### config.mk
export PLATFORM = sky130hd
export DESIGN_NAME = vga_stream_timing
export DESIGN_NICKNAME = d
export VERILOG_FILES = /design/src/rtl/vga_pkg.sv /design/src/rtl/vga_raster_cnt.sv /design/src/rtl/vga_stream_timing.sv
export SDC_FILE = /design/constraint.sdc
export NUM_CORES = 1
export LEC_CHECK = 0
export BUFFER_PORTS_ARGS = -buffer_cell sky130_fd_sc_hd__buf_2
export CAP_MARGIN = 10
export CORE_MARGIN = 8
export CORE_UTILIZATION = 52
export DETAILED_ROUTE_END_ITERATION = 8
export PLACE_DENSITY = 0.79
export SLEW_MARGIN = 20
export SYNTH_ARGS = -nofsm -noshare
export SYNTH_HDL_FRONTEND = slang
export SYNTH_SLANG_ARGS = --single-unit
### constraint.sdc
create_clock -name pixel_clk -period 3.2 [get_ports pixel_clk]
set_clock_uncertainty 0.2 [all_clocks]
set_input_delay 0.64 -clock pixel_clk [delete_from_list [all_inputs] [get_ports pixel_clk]]
set_output_delay 0.64 -clock pixel_clk [all_outputs]
set_load 0.03 [all_outputs]
### src/rtl/vga_pkg.sv
// Shared VGA timing defaults, FSM state type and raster length helper.
// Latency: n/a (declarations only).
// Backpressure: n/a.
package vga_pkg;

   // Default raster: 800x480 panel timing
   localparam int unsigned VGA_HDISP  = 800;
   localparam int unsigned VGA_VDISP  = 480;
   localparam int unsigned VGA_HFP    = 40;
   localparam int unsigned VGA_HPULSE = 48;
   localparam int unsigned VGA_HBP    = 40;
   localparam int unsigned VGA_VFP    = 13;
   localparam int unsigned VGA_VPULSE = 3;
   localparam int unsigned VGA_VBP    = 29;

   typedef enum logic [1:0] {
      SEEK  = 2'd0,   // hunting for a start-of-frame beat, discarding others
      ARMED = 2'd1,   // sof beat held at the head, waiting for raster frame end
      RUN   = 2'd2    // stream locked to the raster
   } vga_state_t;

   // Total length of one axis (line in pixels, frame in lines)
   function automatic int unsigned vga_total(input int unsigned disp,
                                             input int unsigned front,
                                             input int unsigned pulse,
                                             input int unsigned back);
      return disp + front + pulse + back;
   endfunction

endpackage

### src/rtl/vga_raster_cnt.sv
// Raster position counters with active-area and sync-level decode.
// Latency: decode outputs are combinational from the px/py registers.
// Backpressure: none; free-running while en is high, held at 0 while en is low.
//
// Ports: pixel_clk / pixel_rst_n (async, active-low) / en,
//        px, py        current raster position
//        active        px < HDISP && py < VDISP
//        frame_first   position (0,0)
//        frame_last    position (XLEN-1, YLEN-1)
//        hs_lvl/vs_lvl sync levels for the current position, polarity applied
module vga_raster_cnt
   import vga_pkg::*;
#(
   parameter int unsigned HDISP  = VGA_HDISP,
   parameter int unsigned VDISP  = VGA_VDISP,
   parameter int unsigned HFP    = VGA_HFP,
   parameter int unsigned HPULSE = VGA_HPULSE,
   parameter int unsigned HBP    = VGA_HBP,
   parameter int unsigned VFP    = VGA_VFP,
   parameter int unsigned VPULSE = VGA_VPULSE,
   parameter int unsigned VBP    = VGA_VBP,
   parameter bit          HS_POL = 1'b0,
   parameter bit          VS_POL = 1'b0,
   localparam int unsigned XLEN  = vga_total(HDISP, HFP, HPULSE, HBP),
   localparam int unsigned YLEN  = vga_total(VDISP, VFP, VPULSE, VBP),
   localparam int unsigned XCW   = $clog2(XLEN),
   localparam int unsigned YCW   = $clog2(YLEN)
) (
   input  logic           pixel_clk,
   input  logic           pixel_rst_n,
   input  logic           en,
   output logic [XCW-1:0] px,
   output logic [YCW-1:0] py,
   output logic           active,
   output logic           frame_first,
   output logic           frame_last,
   output logic           hs_lvl,
   output logic           vs_lvl
);

   localparam logic [XCW-1:0] X_LAST = XCW'(XLEN - 1);
   localparam logic [YCW-1:0] Y_LAST = YCW'(YLEN - 1);
   localparam logic [XCW-1:0] H_ACT  = XCW'(HDISP);
   localparam logic [YCW-1:0] V_ACT  = YCW'(VDISP);
   localparam logic [XCW-1:0] HS_BEG = XCW'(HDISP + HFP);
   localparam logic [XCW-1:0] HS_END = XCW'(HDISP + HFP + HPULSE);
   localparam logic [YCW-1:0] VS_BEG = YCW'(VDISP + VFP);
   localparam logic [YCW-1:0] VS_END = YCW'(VDISP + VFP + VPULSE);

   always_ff @(posedge pixel_clk or negedge pixel_rst_n) begin
      if (!pixel_rst_n) begin
         px <= '0;
         py <= '0;
      end else if (!en) begin
         px <= '0;
         py <= '0;
      end else if (px == X_LAST) begin
         px <= '0;
         py <= (py == Y_LAST) ? '0 : py + 1'b1;
      end else begin
         px <= px + 1'b1;
      end
   end

   always_comb begin
      active      = (px < H_ACT) && (py < V_ACT);
      frame_first = (px == '0) && (py == '0);
      frame_last  = (px == X_LAST) && (py == Y_LAST);
      // vs is decoded from the line number only, so it spans whole lines
      hs_lvl      = (px >= HS_BEG && px < HS_END) ? HS_POL : !HS_POL;
      vs_lvl      = (py >= VS_BEG && py < VS_END) ? VS_POL : !VS_POL;
   end

endmodule

### src/rtl/vga_stream_timing.sv
// VGA timing generator that locks a valid/ready pixel stream (with sof) to the raster.
// Latency: hs/vs/blank/rgb/x/y/locked/underflow/sof_err reflect raster position n at cycle n+1.
// Backpressure: pix_ready is combinational; beats are only taken in active pixels while locked,
//               or discarded while hunting for sof; never taken in reset or with en low.
//
// Ports: pixel_clk, pixel_rst_n (async, active-low), en (raster enable)
//        pix_data/pix_sof/pix_valid/pix_ready  pixel stream sink
//        hs, vs, blank (1 = active area), rgb, x, y   registered video outputs
//        locked (stream locked), underflow, sof_err (one-cycle error pulses)
module vga_stream_timing
   import vga_pkg::*;
#(
   parameter int unsigned       HDISP    = VGA_HDISP,
   parameter int unsigned       VDISP    = VGA_VDISP,
   parameter int unsigned       HFP      = VGA_HFP,
   parameter int unsigned       HPULSE   = VGA_HPULSE,
   parameter int unsigned       HBP      = VGA_HBP,
   parameter int unsigned       VFP      = VGA_VFP,
   parameter int unsigned       VPULSE   = VGA_VPULSE,
   parameter int unsigned       VBP      = VGA_VBP,
   parameter bit                HS_POL   = 1'b0,
   parameter bit                VS_POL   = 1'b0,
   parameter int unsigned       RGB_W    = 24,
   parameter logic [RGB_W-1:0]  FILL_RGB = RGB_W'(24'hFF00FF),
   localparam int unsigned      XW       = $clog2(HDISP),
   localparam int unsigned      YW       = $clog2(VDISP)
) (
   input  logic             pixel_clk,
   input  logic             pixel_rst_n,
   input  logic             en,
   input  logic [RGB_W-1:0] pix_data,
   input  logic             pix_sof,
   input  logic             pix_valid,
   output logic             pix_ready,
   output logic             hs,
   output logic             vs,
   output logic             blank,
   output logic [RGB_W-1:0] rgb,
   output logic [XW-1:0]    x,
   output logic [YW-1:0]    y,
   output logic             locked,
   output logic             underflow,
   output logic             sof_err
);

   localparam int unsigned XCW = $clog2(vga_total(HDISP, HFP, HPULSE, HBP));
   localparam int unsigned YCW = $clog2(vga_total(VDISP, VFP, VPULSE, VBP));

   logic [XCW-1:0] px;
   logic [YCW-1:0] py;
   logic           active;
   logic           frame_first;
   logic           frame_last;
   logic           hs_lvl;
   logic           vs_lvl;

   vga_state_t       state;
   vga_state_t       state_nx;
   logic             ready_raw;
   logic             take;
   logic             uf_nx;
   logic             se_nx;
   logic [RGB_W-1:0] rgb_nx;

   vga_raster_cnt #(
      .HDISP  (HDISP),
      .VDISP  (VDISP),
      .HFP    (HFP),
      .HPULSE (HPULSE),
      .HBP    (HBP),
      .VFP    (VFP),
      .VPULSE (VPULSE),
      .VBP    (VBP),
      .HS_POL (HS_POL),
      .VS_POL (VS_POL)
   ) u_raster (
      .pixel_clk   (pixel_clk),
      .pixel_rst_n (pixel_rst_n),
      .en          (en),
      .px          (px),
      .py          (py),
      .active      (active),
      .frame_first (frame_first),
      .frame_last  (frame_last),
      .hs_lvl      (hs_lvl),
      .vs_lvl      (vs_lvl)
   );

   always_ff @(posedge pixel_clk or negedge pixel_rst_n) begin
      if (!pixel_rst_n) begin
         state <= SEEK;
      end else begin
         state <= state_nx;
      end
   end

   always_comb begin
      state_nx  = state;
      ready_raw = 1'b0;
      take      = 1'b0;
      uf_nx     = 1'b0;
      se_nx     = 1'b0;
      if (!en) begin
         state_nx = SEEK;
      end else begin
         case (state)
            SEEK: begin
               // Non-sof beats are drained; a sof beat is left at the head for ARMED
               ready_raw = !pix_sof;
               if (pix_valid && pix_sof) begin
                  state_nx = ARMED;
               end
            end
            ARMED: begin
               if (frame_last) begin
                  state_nx = RUN;
               end
            end
            RUN: begin
               if (active) begin
                  // Only accept a beat whose sof flag matches the raster position,
                  // so a misplaced beat stays at the head for the next frame
                  ready_raw = (pix_sof == frame_first);
                  if (!pix_valid) begin
                     uf_nx    = 1'b1;
                     state_nx = SEEK;
                  end else if (pix_sof != frame_first) begin
                     se_nx    = 1'b1;
                     state_nx = frame_first ? SEEK : ARMED;
                  end else begin
                     take = 1'b1;
                  end
               end
            end
            default: state_nx = SEEK;
         endcase
      end
      pix_ready = ready_raw && pixel_rst_n;
   end

   always_comb begin
      rgb_nx = '0;
      if (active) begin
         rgb_nx = take ? pix_data : FILL_RGB;
      end
   end

   always_ff @(posedge pixel_clk or negedge pixel_rst_n) begin
      if (!pixel_rst_n) begin
         hs        <= !HS_POL;
         vs        <= !VS_POL;
         blank     <= 1'b0;
         rgb       <= '0;
         x         <= '0;
         y         <= '0;
         locked    <= 1'b0;
         underflow <= 1'b0;
         sof_err   <= 1'b0;
      end else if (!en) begin
         hs        <= !HS_POL;
         vs        <= !VS_POL;
         blank     <= 1'b0;
         rgb       <= '0;
         x         <= '0;
         y         <= '0;
         locked    <= 1'b0;
         underflow <= 1'b0;
         sof_err   <= 1'b0;
      end else begin
         hs        <= hs_lvl;
         vs        <= vs_lvl;
         blank     <= active;
         rgb       <= rgb_nx;
         x         <= px[XW-1:0];
         y         <= py[YW-1:0];
         // Registered so locked lines up with the pixel it describes
         locked    <= (state == RUN);
         underflow <= uf_nx;
         sof_err   <= se_nx;
      end
   end

endmodule
# After elaboration in Yosys (flattened, before gate mapping)
# Index checks and enable logic that the tools add are counted.
# op_classes
reduce_logical	12
mux	41
addsub	2
n_eq_ne	11
n_lt_le_gt_ge	6
# ops
op	count
$mux 24	3
$mux 10	6
$mux 1	23
$add 10x1->10 const B	2
$eq 10x10->1 const B	2
$logic_not 10->1	2
$lt 10x10->1 const B	2
$lt 10x9->1 const B	2
$mux 2	6
$ge 10x10->1 const B	1
$ge 10x9->1 const B	1
$mux 9	1
$ne 3x3->1 const B	3
$logic_and 1x1->1	7
$pmux 2 s3	1
$ne 4x4->1 const B	1
$reduce_and 4->1	1
$eq 2x1->1 const B	1
$eq 2x2->1 const B	1
$logic_not 2->1	1
$ne 2x1->1 const B	1
$pmux 1 s2	1
$eq 1x1->1	1
$logic_not 1->1	1
$ne 1x1->1	1
# totals
word_cells	84
input_bits	29
out_inout_bits	50
ff_bits	71

# Depth between registers and ports, before layout
# depth
word_depth	11
depth_mapped	8
ltp_nobuf	7

# Cells and area by module
# Synthesis repeated with hierarchy kept, for this count alone.
# unflattened
cells_unflattened	271
area_unflattened_um2	3070.4
# by_module_without_submodules
module	area_each_um2	seq_area_each_um2	cells_each	n_inst
vga_stream_timing	1823.0	1278.7	132	1
vga_raster_cnt	1247.4	500.5	139	1

# Worst setup path before layout
# OpenSTA, ideal clock, no wires.
# synth_timing
kind	flip-flop to output port
startpoint	reg u_raster.px[7]
endpoint	out pix_ready
stages_incl_launch_ff	6
t_required_ps	2360
t_arrival_ps	2223
path_slack_ps	137
n_path_buf	0
path_cell_list	dfrtp_1 or3_1 or4_4 nor2_4 mux2_2 o32ai_1
# synth_between
elab_chain_len	7
elab_cells_between_ends	9
cone_classes	order compare (1); eq/ne (1); mux (3); reduce/logical (4)
# synth_lines
item	line_no	source
start, declared	vga_raster_cnt.sv:32	output logic [XCW-1:0] px,
start signal, assigned	vga_raster_cnt.sv:61	px <= px + 1'b1;
branches (longest 3 deep; another with $lt 10x10->1)	-	
$mux 1 (*)	vga_stream_timing.sv:120	if (active) begin
$pmux 1 s2 (*)	vga_stream_timing.sv:106	case (state)
$mux 1 (*)	vga_stream_timing.sv:103	if (!en) begin
$logic_and 1x1->1 (*)	vga_stream_timing.sv:138	pix_ready = ready_raw && pixel_rst_n;
end, declared	vga_stream_timing.sv:34	output logic pix_ready,
# Every way passes the cells marked *.

# Worst setup path in the final report
# Ends and elaborated chain as after synthesis.

==> metrics <==
first-pass GRT wire length=11200 µm; Reg2Reg Depth=8; PortBufs=78; cell with the most instances after synthesis=dfrtp_1; outcome=finished with violations; Crit Path Category=register to output pin; Pwr per Cell Area=476 nW/µm²; die height=92.0 µm; Multi-input gate area=1140 µm²; Worst Max-Slew Pin Slew=757 ps; Synth-to-Final Area Change=25.2%; Worst EP required=2360 ps; Synth warnings=0; Worst Setup End Kind=output pin; Synth area leaders=dfrtp_1, and2_1, o21a_1; ys flop type=dfrtp_1; Tcrit/Tclk final=100%; fmax=0.312 GHz; antenna cells=0; Fin. Hold Viols=0; Clock Pin Slew Worst Setup and Hold Paths=80 ps; MaxCap Viol Count=0; final std cells w/o fill=432; largest net degree at the start of global routing=49; # hold bufs at CTS=0; Ports=79; DRT Wirelength=6690 µm; Net Count, Synth=298; CTS tree=done; Worst-Skew Late Latency=340 ps; initial antenna violation count=0; Clock Tree Buf Depth=2; Clock Tree Root=clkbuf_8; Final min period=3210 ps; overall global routing resource usage=16.4%; register area share after synthesis=59.3%; Cells after Synth=263; mapped cell area=3000 µm²; Routed Antenna Nets=0; vias=2259; DRC viols=0; TritonCTS buffer count=9; synth unique cells=47; die area=8460 µm²; Reg area=1780 µm²; Synth Area per Inst=11.4 µm²; Startpoint Class=register; Final Worst Setup Slack=-7.98 ps; number of synthesized flops with an enable pin=0; first-pass iteration count of the detailed router=4; Vias/cell=5.23; failing checks=negative setup slack; nets=390; share of cells above drive strength 1=35.0%; post-synth top area share=57.5%; VDD IR max=0.000226 V; FF+latch count, synth=71; initial detailed-routing violation count=83; vias in the first global route=2322; core footprint=5540 µm²; Final Max Slew Viols=0; Final setup viols=1; most frequent cells after synthesis=dfrtp_1, and2_1, nor2_1, nand2_1, o21a_1; Initial Utilization=54.2%; Worst Path Max Fanout=3; Synth area leader=dfrtp_1; Rows=27; ys async rst share=100%; unrepaired setup endpoints after global routing=yes; LEAKAGE=1.92 nW; Cells after DPL=410; DP Worst Slack=111 ps; CP arrival=2370 ps; # H-tree levels=3; Sink Count=71; Fillers=432; Congestion Overflow GR=0; die width=92.0 µm; HPWL after DPL=4680 µm; WL/cell=15.5 µm; Hold Crit Class=input port to asynchronous set/reset pin; GP Congestion=0.877; relative slew slack=49.0%
## metal layers
metal	track usage (%)	up-vias	wire (µm)
li1	-	1069	-
met1	19.0	1106	2830
met2	26.6	74	3200
met3	5.70	10	541
met4	8.05	0	122
met5	0	-	0
## critical path, stage by stage, from the launching register on
cell     delay, ps
dfrtp_1        390
or3_4          400
or4_4          460
nor2_4         150
mux2_4         320
o32ai_4        140
buf_6          170
## power by group
part | internal (mW) | total [mW] | switching (mW)
Clock | 0.380 | 0.710 | 0.330
Sequential | 0.914 | 0.922 | 0.00824
Combinational | 0.0600 | 0.156 | 0.0962
Total | 1.35 | 1.79 | 0.435
## logic make-up (layout without fill, tap and decap cells)
kind of cell               after synthesis  count (layout)  synth area share, %
AOI/OAI and AO/OA                       33              33                 7.84
xor gates and xnor gates                12              12                 3.50
adders and majority gates                6               6                 2.50
buffers and inverters                   25             122                 4.13
DFF                                     71              71                 59.3
muxes                                    4               4                 1.50
and+or+nand+nor                        112             112                 21.2
## registers in the layout, indices dropped and copies added, names as in the netlist
| name | count |
|---|---|
| blank | 1 |
| hs | 1 |
| locked | 1 |
| rgb | 24 |
| sof_err | 1 |
| state | 2 |
| u_raster.px | 10 |
| u_raster.py | 10 |
| underflow | 1 |
| vs | 1 |
| x | 10 |
| y | 9 |
## path summary, 6_finish.rpt
path,slack [ps],from,to
worst max register to register,680,u_raster.px[7],rgb[21]
worst max-delay path,-8,u_raster.px[7],pix_ready
min in group pixel_clk,280,pix_valid,underflow
max in group asynchronous,2170,pixel_rst_n,u_raster.py[0]
worst min-delay path,110,pixel_rst_n,u_raster.px[8]
worst min register to register,310,u_raster.px[0],u_raster.px[0]
## layout make-up
cell class | count | share of cell area (%)
clock buffer | 11 | 3.76
clock inverter | 5 | 1.53
inverter | 16 | 1.63
multi-input combinational | 167 | 30.3
sequential | 71 | 47.4
tap | 72 | 2.40
timing repair buffer | 90 | 13.0
## cells in the final DEF, fill, tap and decap left out, types with 3 or more instances in the layout
cell | Yosys | routed
nor2_1 | 17 | 17
nor4_1 | 3 | 3
nor2b_1 | 3 | 3
dfrtp_1 | 69 | 68
clkinvlp_4 | 0 | 3
inv_1 | 15 | 13
nor3_1 | 9 | 9
clkbuf_8 | 1 | 10
buf_2 | 0 | 77
ha_1 | 6 | 6
and3_1 | 3 | 3
and2_1 | 22 | 22
xor2_1 | 8 | 8
nand2_1 | 16 | 16
buf_4 | 1 | 12
o21a_1 | 16 | 16
or3_1 | 5 | 4
and4_1 | 3 | 3
nand3_1 | 11 | 11
nand4_1 | 4 | 4
o21ai_0 | 5 | 5
xnor2_1 | 4 | 4
a21oi_1 | 6 | 6
## what timing repair did
item                                    in CTS  in global routing
endpoints found under the setup margin       1                  1
pin swaps                                    2                  2
buffers inserted                             4                  2
resized for setup                            6                  5
## through the flow
| step | hold WS [ps] | setup TNS, ps | power [mW] | utilization (%) | instance area, µm² |
|---|---|---|---|---|---|
| after floorplan | 144 | 0 | 1.02 | - | 3000 |
| after global placement | 283 | 0 | 1.08 | 62.5 | 3460 |
| after detailed placement | 302 | 0 | 1.08 | 62.5 | 3460 |
| after CTS | 108 | 0 | 1.80 | 67.3 | 3730 |
| after global routing | 124 | -100 | 1.86 | 67.8 | 3760 |
| final | 109 | -7.98 | 1.79 | 67.8 | 3760 |
(Power assumes the default switching activity.)
